$ cat config.mk
export PLATFORM = sky130hd
export DESIGN_NAME = ldpc_phase_scheduler
export DESIGN_NICKNAME = d
export VERILOG_FILES = /design/src/rtl/ldpc_pkg.sv /design/src/rtl/ldpc_frame_pending.sv /design/src/rtl/ldpc_phase_scheduler.sv
export SDC_FILE = /design/constraint.sdc
export NUM_CORES = 1
export LEC_CHECK = 0
export CAP_MARGIN = 20
export CORE_ASPECT_RATIO = 0.6
export CORE_MARGIN = 2
export CORE_UTILIZATION = 30
export CTS_CLUSTER_DIAMETER = 60
export DETAILED_ROUTE_END_ITERATION = 7
export GPL_TIMING_DRIVEN = 0
export SLEW_MARGIN = 30
export SYNTH_ARGS = -nofsm -noshare
export SYNTH_HDL_FRONTEND = slang
export SYNTH_SLANG_ARGS = --single-unit
$ cat constraint.sdc
create_clock -name clk -period 4.3 [get_ports clk]
set_input_delay 0.86 -clock clk [delete_from_list [all_inputs] [get_ports clk]]
set_output_delay 0.86 -clock clk [all_outputs]
set_load 0.01 [all_outputs]
$ cat src/rtl/ldpc_pkg.sv
// Shared types and defaults for the LDPC decode-flow controller.
package ldpc_pkg;

  typedef enum logic [2:0] {
    ST_IDLE,
    ST_RUN,
    ST_DRAIN,
    ST_SWITCH,
    ST_WAIT
  } phase_state_t;

  localparam int unsigned LDPC_VNU_DELAY = 4;
  localparam int unsigned LDPC_CNU_DELAY = 6;
  localparam int unsigned LDPC_PHASES    = 36;

  function automatic int unsigned max_u(input int unsigned a, input int unsigned b);
    return (a > b) ? a : b;
  endfunction

endpackage

$ cat src/rtl/ldpc_frame_pending.sv
// Tracks whether a loaded frame is waiting to be consumed and flags overruns.
module ldpc_frame_pending (
  input  logic clk,
  input  logic reset,
  input  logic load_done,
  input  logic consume,
  output logic pending,
  output logic load_overrun
);

  // Pending flag: a load sets it, a consume clears it. When a consume takes
  // a frame whose load arrives in that very cycle, the flag ends clear,
  // because that load is the frame being consumed.
  always_ff @(posedge clk) begin
    if (reset) begin
      pending      <= 1'b0;
      load_overrun <= 1'b0;
    end else begin
      load_overrun <= load_done & pending & ~consume;
      if (consume && !pending)
        pending <= 1'b0;
      else if (load_done)
        pending <= 1'b1;
      else if (consume)
        pending <= 1'b0;
    end
  end

endmodule

$ cat src/rtl/ldpc_phase_scheduler.sv
// Sequences one PE column through alternating VNU/CNU sweeps, drains and
// address-generator resets, counts phases per frame and ping-pongs the bank.
module ldpc_phase_scheduler
  import ldpc_pkg::*;
#(
  parameter int unsigned L          = 32,
  parameter int unsigned ADDR_WIDTH = 5,
  parameter int unsigned VNU_DELAY  = LDPC_VNU_DELAY,
  parameter int unsigned CNU_DELAY  = LDPC_CNU_DELAY,
  parameter int unsigned PHASES     = LDPC_PHASES
) (
  input  logic                       clk,
  input  logic                       reset,
  input  logic                       start,
  input  logic                       abort,
  input  logic                       load_done,
  output logic                       enable,
  output logic                       vnu_en,
  output logic                       ag_reset,
  output logic                       extended,
  output logic [ADDR_WIDTH-1:0]      sweep_addr,
  output logic                       rs,
  output logic [$clog2(PHASES)-1:0]  phase_cnt,
  output logic                       frame_done,
  output logic                       busy,
  output logic                       load_overrun
);

  localparam int unsigned PW = $clog2(PHASES);
  localparam int unsigned DW = $clog2(max_u(VNU_DELAY, CNU_DELAY) + 1);

  phase_state_t  state;
  logic [DW-1:0] drain_cnt;
  logic          pending;
  logic          consume;
  logic          last_phase;
  logic          run_end;
  logic          drain_zero;

  assign last_phase = (phase_cnt == PW'(PHASES - 1));
  assign run_end    = (sweep_addr == ADDR_WIDTH'(L - 1));
  assign drain_zero = (drain_cnt == '0);

  ldpc_frame_pending u_pending (
    .clk          (clk),
    .reset        (reset),
    .load_done    (load_done),
    .consume      (consume),
    .pending      (pending),
    .load_overrun (load_overrun)
  );

  // Decide whether this cycle takes a frame; end-of-frame and WAIT also
  // accept a load arriving in the same cycle so no bubble is inserted.
  always_comb begin
    consume = 1'b0;
    if (!abort) begin
      case (state)
        ST_IDLE:   consume = start & pending;
        ST_SWITCH: consume = last_phase & (pending | load_done);
        ST_WAIT:   consume = pending | load_done;
        default:   consume = 1'b0;
      endcase
    end
  end

  // Main FSM with registered controls; abort beats every transition.
  always_ff @(posedge clk) begin
    if (reset) begin
      state      <= ST_IDLE;
      enable     <= 1'b0;
      vnu_en     <= 1'b0;
      ag_reset   <= 1'b1;
      extended   <= 1'b0;
      sweep_addr <= '0;
      rs         <= 1'b0;
      phase_cnt  <= '0;
      frame_done <= 1'b0;
      busy       <= 1'b0;
      drain_cnt  <= '0;
    end else begin
      frame_done <= 1'b0;
      if (abort) begin
        state      <= ST_IDLE;
        enable     <= 1'b0;
        vnu_en     <= 1'b0;
        ag_reset   <= 1'b1;
        extended   <= 1'b0;
        sweep_addr <= '0;
        phase_cnt  <= '0;
        busy       <= 1'b0;
        drain_cnt  <= '0;
      end else begin
        case (state)
          ST_IDLE: begin
            if (consume) begin
              state      <= ST_RUN;
              rs         <= ~rs;
              vnu_en     <= 1'b1;
              phase_cnt  <= '0;
              sweep_addr <= '0;
              enable     <= 1'b1;
              ag_reset   <= 1'b0;
              extended   <= 1'b0;
              busy       <= 1'b1;
            end
          end
          ST_RUN: begin
            if (run_end) begin
              state     <= ST_DRAIN;
              extended  <= 1'b1;
              drain_cnt <= vnu_en ? DW'(VNU_DELAY - 1) : DW'(CNU_DELAY - 1);
            end else begin
              sweep_addr <= sweep_addr + 1'b1;
            end
          end
          ST_DRAIN: begin
            if (drain_zero) begin
              state      <= ST_SWITCH;
              ag_reset   <= 1'b1;
              sweep_addr <= '0;
            end else begin
              drain_cnt <= drain_cnt - 1'b1;
            end
          end
          ST_SWITCH: begin
            ag_reset <= 1'b0;
            extended <= 1'b0;
            if (!last_phase) begin
              state     <= ST_RUN;
              phase_cnt <= phase_cnt + 1'b1;
              vnu_en    <= ~vnu_en;
            end else begin
              frame_done <= 1'b1;
              phase_cnt  <= '0;
              vnu_en     <= 1'b1;
              if (consume) begin
                state <= ST_RUN;
                rs    <= ~rs;
              end else begin
                state    <= ST_WAIT;
                enable   <= 1'b0;
                ag_reset <= 1'b1;
              end
            end
          end
          ST_WAIT: begin
            if (consume) begin
              state    <= ST_RUN;
              rs       <= ~rs;
              enable   <= 1'b1;
              ag_reset <= 1'b0;
            end
          end
          default: state <= ST_IDLE;
        endcase
      end
    end
  end

endmodule
=== After elaboration in Yosys (flattened, before gate mapping) ===
Index checks and enable logic that the tools add are counted.
W data, S select, Z words.

* Add/subtract/negate cells: 3
* Equal/unequal tests: 14
* Muxes and demuxes: 37
* Bitwise logic cells: 10
* Reduce and logical (&&, ||, !) cells: 24

{| class="wikitable"
|+ Operator list
! kind !! number
|-
| $mux W3 || 8
|-
| $mux W5 || 3
|-
| $pmux W5 S3 || 1
|-
| $reduce_and A3 Y1 || 5
|-
| $mux W1 || 14
|-
| $mux W6 || 2
|-
| $ne A2 B2 Y1 const B || 6
|-
| $pmux W3 S4 || 1
|-
| $pmux W6 S2 || 1
|-
| $pmux W1 S3 || 3
|-
| $reduce_bool A3 Y1 || 3
|-
| $reduce_and A4 Y1 || 2
|-
| $reduce_bool A2 Y1 || 4
|-
| $add A6 B1 Y6 const B || 1
|-
| $eq A3 B2 Y1 const B || 2
|-
| $eq A6 B6 Y1 const B || 1
|-
| $logic_not A3 Y1 || 2
|-
| $pmux W1 S2 || 3
|-
| $pmux W3 S2 || 1
|-
| $reduce_or A2 Y1 || 3
|-
| $add A5 B1 Y5 const B || 1
|-
| $eq A5 B5 Y1 const B || 1
|-
| $not A1 Y1 || 5
|-
| $and A1 B1 Y1 || 4
|-
| 9 further kinds || 11
|}

* Flip-flop bits (word level): 26
* Input port bits: 5
* Logic and storage cells: 101

=== Logic depth before layout (Yosys ltp) ===
Gate-level depths: netlist of run 1.

* Word-level depth: 7
* Mapped depth: 7
* Mapped depth without buffers: 7

=== By module ===
Synthesis of run 1 repeated with hierarchy kept, for this count alone.

* Cell total of the unflattened synthesis: 152
* Area total of the unflattened synthesis: 1370.1 µm²

{| class="wikitable"
|+ By module, submodules not included
! module !! instances !! cells an instance !! area each (µm²)
|-
| ldpc_phase_scheduler || 1 || 145 || 1291.2
|-
| ldpc_frame_pending || 1 || 7 || 78.8
|}

=== Least setup slack after synthesis of run 1 ===
Ideal clock, no wire load.

* Path type: input-to-reg
* Start point: in load_done
* End point: reg sweep_addr[1]
* Setup time: 0.072 ns
* Arrival: 1.915 ns
* Path slack: 2.314 ns
* Stages: 5
* Path buffers: 1
* Path through: a21oi_1 -> or4_4 -> buf_6 -> a21oi_4 -> mux2i_1

* Word-level cells in the longest chain between the ends: 6

{| class="wikitable"
|+ RTL lines
! element !! RTL line !! source
|-
| from (decl) || ldpc_phase_scheduler.sv:16 || <nowiki>input logic load_done,</nowiki>
|-
| $or A1 B1 Y1 (*) || ldpc_phase_scheduler.sv:60, ldpc_phase_scheduler.sv:61 ||
|-
| $and A1 B1 Y1 || ldpc_phase_scheduler.sv:60 || <nowiki>ST_SWITCH: consume = last_phase & (pending | load_done);</nowiki>
|-
| $pmux W1 S3 (*) || ldpc_phase_scheduler.sv:58 || <nowiki>case (state)</nowiki>
|-
| $mux W1 (*) || ldpc_phase_scheduler.sv:57 || <nowiki>if (!abort) begin</nowiki>
|-
| $ne A2 B1 Y1 (no line) (*) || - ||
|-
| $reduce_and A4 Y1 (no line) (*) || - ||
|-
| to (signal assigned) || ldpc_phase_scheduler.sv:114 || <nowiki>sweep_addr <= sweep_addr + 1'b1;</nowiki>
|-
| to (decl) || ldpc_phase_scheduler.sv:21 || <nowiki>output logic [ADDR_WIDTH-1:0] sweep_addr,</nowiki>
|}

Mark *: on every way between the ends. The rest lies on a longest branch, timed or not.
A chain may end at the register's enable or synchronous reset.

=== Final worst setup path of run 1 ===
* Start point: in load_done
* End point: reg sweep_addr[4]

Same word-level chain as after synthesis.

==> impl_metrics.json, run 1 <==
{
  "status": "finished clean",
  "clkLatencyLatePin_ns": 0.28,
  "die-area_sq_mm": 0.00523,
  "synth.avg_cell_area_sq_um": 8.71,
  "antenna_cells": 0,
  "synth.most_common_cell": "dfxtp_1",
  "critPathArrivalTime_ns": 2.65,
  "grt_pass1_wl_microns": 5510,
  "setup.worst_path.class": "in2reg",
  "finalMaxSlewViolations": 0,
  "hold_buffers": 0,
  "cts_made_buffers": 3,
  "syn-cell-area_sq_mm": 0.00139,
  "cp-start-kind": "input port",
  "period_share": 0.566,
  "p_leak_uw": 0.000600,
  "p_per_area_mw_per_mm2": 251,
  "cts_tree": "done",
  "slew_headroom": 0.609,
  "setup_viol": 0,
  "setup_tns_ns": 0,
  "fin_skew_ns": 0.00499,
  "die_h_microns": 56.8,
  "swShare": 0.230,
  "grt_pass1_vias": 1122,
  "clkTransAtPathRegs_ns": 0.09,
  "worstPathMaxFanout": 8,
  "cts_sinks": 26,
  "cap_violations": 0,
  "area_delta_synth_final_pct": 26.1,
  "drt_wl_total_microns": 3330,
  "num_rows": 19,
  "synth_top_area_frac": 0.373,
  "p_int_uw": 340,
  "synth.area.top_cells": "dfxtp_1 37%, a21oi_1 5.4%, ha_1 4.5%, nor2_1 3.8%, nand3_1 3.2%",
  "drt_iter0_markers": 80,
  "cts-htree-levels": 1,
  "synth_edf_count": 0,
  "worstSetupEndpointType": "flip-flop",
  "initial_core_util": 0.309,
  "power_uw": 441,
  "die_width_microns": 92.0,
  "rsz0062_at_grt": "false",
  "wl_per_cell_microns": 13.3,
  "irDropWorstVdd_uv": 146,
  "grt_use_total": 0.136,
  "routed.top_layer": "met4",
  "drive_gt1_frac": 0.112,
  "root_buffer": "clkbuf_8",
  "fillCellCount": 459,
  "yosys-top-cells-count": "26 x dfxtp_1, 15 x a21oi_1, 14 x nor2_1",
  "antenna_found_initial": 0,
  "hold_viol_final": 0,
  "final_cells": 250,
  "synth_ff_type": "dfxtp_1",
  "ctsResizeCount": 0,
  "pwr-share-seq": 0.557,
  "clkPwrFrac": 0.372,
  "drcViolationCount": 0,
  "syn_inst": 160,
  "cts_setup_buffers": 0,
  "synth-seq-area-share": 0.373,
  "route.met3.wl_microns": 201,
  "vias_per_cell": 5.13,
  "dp_cells": 246,
  "via_count": 1283,
  "wl_met1_microns": 1870,
  "min_period_ns": 2.44,
  "synth-seq-cells": 26,
  "p_sw_uw": 102,
  "ys_types": 51,
  "io_pins": 24,
  "clock.fmax_ghz": 0.411,
  "hold_path_class": "reg2reg",
  "yosysWarnings": 0,
  "gp_congestion": 0.832,
  "grt_overflow_total": 0,
  "synthArstFlopShare": 0,
  "grt_max_degree": 15,
  "worstPathRequired_ns": 4.52,
  "hpwl_microns": 2470,
  "core_area_sq_mm": 0.00452,
  "cts_buffer_depth": 2,
  "yosys.area.top_type": "dfxtp_1",
  "nNetsFinal": 198,
  "p_comb_frac": 0.071,
  "wl_met2_microns": 1250,
  "synth_nets": 170,
  "firstDrtPassIters": 5,
  "tightest_slew_ns": 0.578,
  "antenna_left": 0,
  "portBuffers": 23
}
[layout make-up]
class	instances	area, sq um	share of cell area
flip-flops and latches	26	520	0.296
clock buffers	4	55.1	0.0313
plain buffers	9	56.3	0.0320
inverters	7	26.3	0.0149
repair buffers	23	230	0.131
well taps	63	78.8	0.0448
multi-input cells	118	791	0.450
[worst max-delay path, cell delays in order]
cell and delay, ns:
clkdlybuf4s50_1 0.58, a21oi_1 0.13, or4_4 0.52, buf_6 0.16
a21oi_4 0.20, mux2i_1 0.20
[power groups by stage]
| stage | Clock [uW] | Sequential (uW) | Combinational [uW] |
|---|---|---|---|
| 6_report | 164 | 246 | 31.5 |
| 5_1_grt | 177 | 246 | 34.5 |
| 4_1_cts | 170 | 246 | 31.7 |
| 3_5_place_dp | 0 | 251 | 31.7 |
| 3_3_place_gp | 0 | 251 | 31.6 |
| 2_1_floorplan | 0 | 251 | 17.4 |
[layer usage]
metal	track usage	up-vias
li1	-	654
met5	0	-
met1	0.210	594
met3	0.0470	2
met2	0.172	33
met4	0.0362	0
[flip-flops by register name, summed over array words and instances, names as in the netlist]
signal                  count
enable                      1
vnu_en                      1
rs                          1
u_pending.pending           1
sweep_addr                  5
ag_reset                    1
drain_cnt                   3
phase_cnt                   6
u_pending.load_overrun      1
state                       3
extended                    1
frame_done                  1
busy                        1
[metrics by stage]
step	hold WS, ns	util	area [sq um]	setup slack, ns
after detailed placement	0.453	0.377	1700	1.56
after CTS	0.468	0.389	1760	1.86
final	0.459	0.389	1760	1.86
after global placement	0.438	0.377	1700	1.58
after floorplan	0.432	-	1390	2.31
after global routing	0.501	0.389	1760	1.79
[placed cells by master (no fill, tap or decap), drive strengths merged, types with 2 or more instances in the layout]
master and n:
dfxtp 26, or2 3, clkbuf 7, nor2 14, o21bai 2, a21oi 16, nand2 9, buf 6
a211oi 3, nor3 4, clkdlybuf4s50 23, ha 5, a41oi 2, inv 7, o21ai 8, a32oi 2
mux2i 3, and3b 2, o211ai 2, nand2b 2, nor4bb 3, nor3b 3, nand4 5, nand3 9
a31oi 2
[worst paths after layout]
kind	from	endpoint	slack (ns)	cells past startpoint
worst max register to register	sweep_addr[0]	sweep_addr[3]	2.25	7
worst max-delay path	load_done	sweep_addr[4]	1.86	6
worst min-delay path	drain_cnt[1]	drain_cnt[1]	0.46	2
worst min register to register	drain_cnt[1]	drain_cnt[1]	0.46	2
[kinds of logic after synthesis]
logic type               synth area share
buffers and inverters              0.0592
adder cells (fa/ha/maj)            0.0449
multiplexers                       0.0215
AND/OR/NAND/NOR                     0.273
AO/OA/AOI/OAI                       0.228
flip-flops                          0.373
Note: power is estimated with default switching activity, not from simulation.
==> run 2: changes to the inputs <==
clock period = 2.03 ns   (was 4.3 ns; I/O delays follow)
==> impl_metrics.json, run 2 (same netlist as run 1, synthesis figures left out) <==
{
  "largest_reg_flops": 6,
  "irDropWorstVdd_uv": 312,
  "worstSetupEndpointType": "flip-flop",
  "cpMaxStageDelayCell": "or4b_4",
  "io_pins": 24,
  "grtUsageMet1": 0.210,
  "hpwl_microns": 2470,
  "fin_util": 0.393,
  "setup_viol": 0,
  "path_cells": "ha_1 > and3_1 > ha_2 > or4b_4 > nor4_1 > a41oi_1 > o21ai_1",
  "cp_top_family": "simple AND/OR/NAND/NOR gates",
  "r2r_end": "sweep_addr[3]",
  "cap_violations": 0,
  "grt_overflow_total": 0,
  "grt_use_met2": 0.172,
  "grt_max_degree": 15,
  "cp-startpoint": "sweep_addr[0]",
  "reg_top3": "phase_cnt: 6 flops, sweep_addr: 5 flops",
  "rsz0062_at_grt": "true",
  "cts_tree": "done",
  "reg2reg_slack_ns": 0.06,
  "p_per_area_mw_per_mm2": 529,
  "cts-htree-levels": 1,
  "setup.worst_path.class": "reg2reg",
  "critPathArrivalTime_ns": 2.19,
  "cts_buffer_depth": 2,
  "vias_per_cell": 5.14,
  "grt_pass1_wl_microns": 5510,
  "portBuffers": 23,
  "worstPathMaxFanout": 6,
  "status": "finished clean",
  "root_buffer": "clkbuf_8",
  "antenna_found_initial": 0,
  "drt_iter0_markers": 73,
  "firstDrtPassIters": 4,
  "regToRegStartpoint": "sweep_addr[0]",
  "clock.fmax_ghz": 0.507,
  "gp_congestion": 0.832,
  "mostFrequentLayoutCells": "26 x dfxtp_1, 22 x clkdlybuf4s50_1, 15 x a21oi_1",
  "drt_wl_total_microns": 3320,
  "drive_gt1_frac": 0.128,
  "hold_path_class": "reg2reg",
  "core_area_sq_mm": 0.00452,
  "grt_pass1_vias": 1122,
  "largest-register": "phase_cnt",
  "setup_slack_ns": 0.0588,
  "grtUsageMet3": 0.0470,
  "die_width_microns": 92.0,
  "cts_sinks": 26,
  "place_ws_ns": -0.252,
  "hp-start": "drain_cnt[1]",
  "drcViolationCount": 0,
  "clkLatencyLatePin_ns": 0.28,
  "p_leak_uw": 0.000609,
  "wl_per_cell_microns": 13.3,
  "crit_path_max_incr_delay_ns": 0.50,
  "final_common_cell": "dfxtp_1",
  "antenna_left": 0,
  "finalMaxSlewViolations": 0,
  "whs_path_depth": 2,
  "antenna_cells": 0,
  "ff2ff_path_depth": 7,
  "power_uw": 937,
  "hold_viol_final": 0,
  "critPathBufInv": 0,
  "slew_headroom": 0.672,
  "grt_use_total": 0.136,
  "grt.busiest_layer": "met1",
  "cts_made_buffers": 3,
  "tightest_slew_ns": 0.491,
  "period_share": 0.971,
  "holdPathEnd": "drain_cnt[1]",
  "area_delta_synth_final_pct": 27.2,
  "min_period_ns": 1.97,
  "clkTransAtPathRegs_ns": 0.09,
  "cp-start-kind": "flip-flop",
  "fin_skew_ns": 0.00328,
  "nNetsFinal": 198,
  "die_h_microns": 56.8,
  "via_count": 1284,
  "die-area_sq_mm": 0.00523,
  "initial_core_util": 0.309,
  "worstPathRequired_ns": 2.25,
  "num_rows": 19
}
run 2: power by group:
part | total, uW | internal (uW) | switching [uW]
logic | 66.8 | 30.7 | 36.1
registers | 520 | 515 | 5.26
clock network | 350 | 174 | 176
run 2: layout make-up:
class	instances	area [sq um]
timing repair buffer	23	233
buffer	9	56.3
sequential	26	520
clock buffer	4	55.1
tap	63	78.8
multi-input combinational	118	803
inverter	7	26.3
fill	458	2740
run 2: per-stage QoR:
| step | setup TNS [ns] | area (sq um) | hold WS (ns) | cells |
|---|---|---|---|---|
| 2_1_floorplan | 0 | 1390 | 0.432 | 160 |
| 5_1_grt | -0.0629 | 1770 | 0.501 | 250 |
| 4_1_cts | 0 | 1760 | 0.468 | 250 |
| 3_3_place_gp | -2.45 | 1700 | 0.438 | 246 |
| 3_5_place_dp | -2.92 | 1700 | 0.453 | 246 |
| 6_report | 0 | 1770 | 0.460 | 250 |
run 2: how the worst max path moves through the flow:
stage                          endpoint  slack (ns)  cells after the start
final                     sweep_addr[3]        0.06                      7
after global placement    sweep_addr[4]       -0.23                      6
after detailed placement  sweep_addr[4]       -0.25                      6
after global routing      sweep_addr[2]       -0.04                      7
after floorplan           sweep_addr[0]        0.15                      6
after CTS                 sweep_addr[3]        0.02                      7
run 2: tightest hold or removal path: cells and delay by family (launching register included):
kind / cells / cell delay, ns
DFF: 1 / 0.32
and+or+nand+nor: 1 / 0.05
AOI/OAI and AO/OA: 1 / 0.05
run 2: timing repair:
item	CTS	global route
setup endpoints to repair	1	7
endpoints found under the hold margin	0	0
gates resized for setup	1	3
cloned	0	0
setup buffers	0	0
hold buffers	0	0
run 2: metal layers:
metal,part of all wire,wire [microns],vias up
met5,0,0,-
met4,0.0042,14,0
met3,0.031,104,2
met2,0.37,1230,18
met1,0.59,1970,611
li1,-,-,653
==> run 3: changes to the inputs <==
SLEW_MARGIN = 10   (was 30)
==> results of run 3 <==
Same layout as run 2: the final DEF is identical, and so are final timing and power.
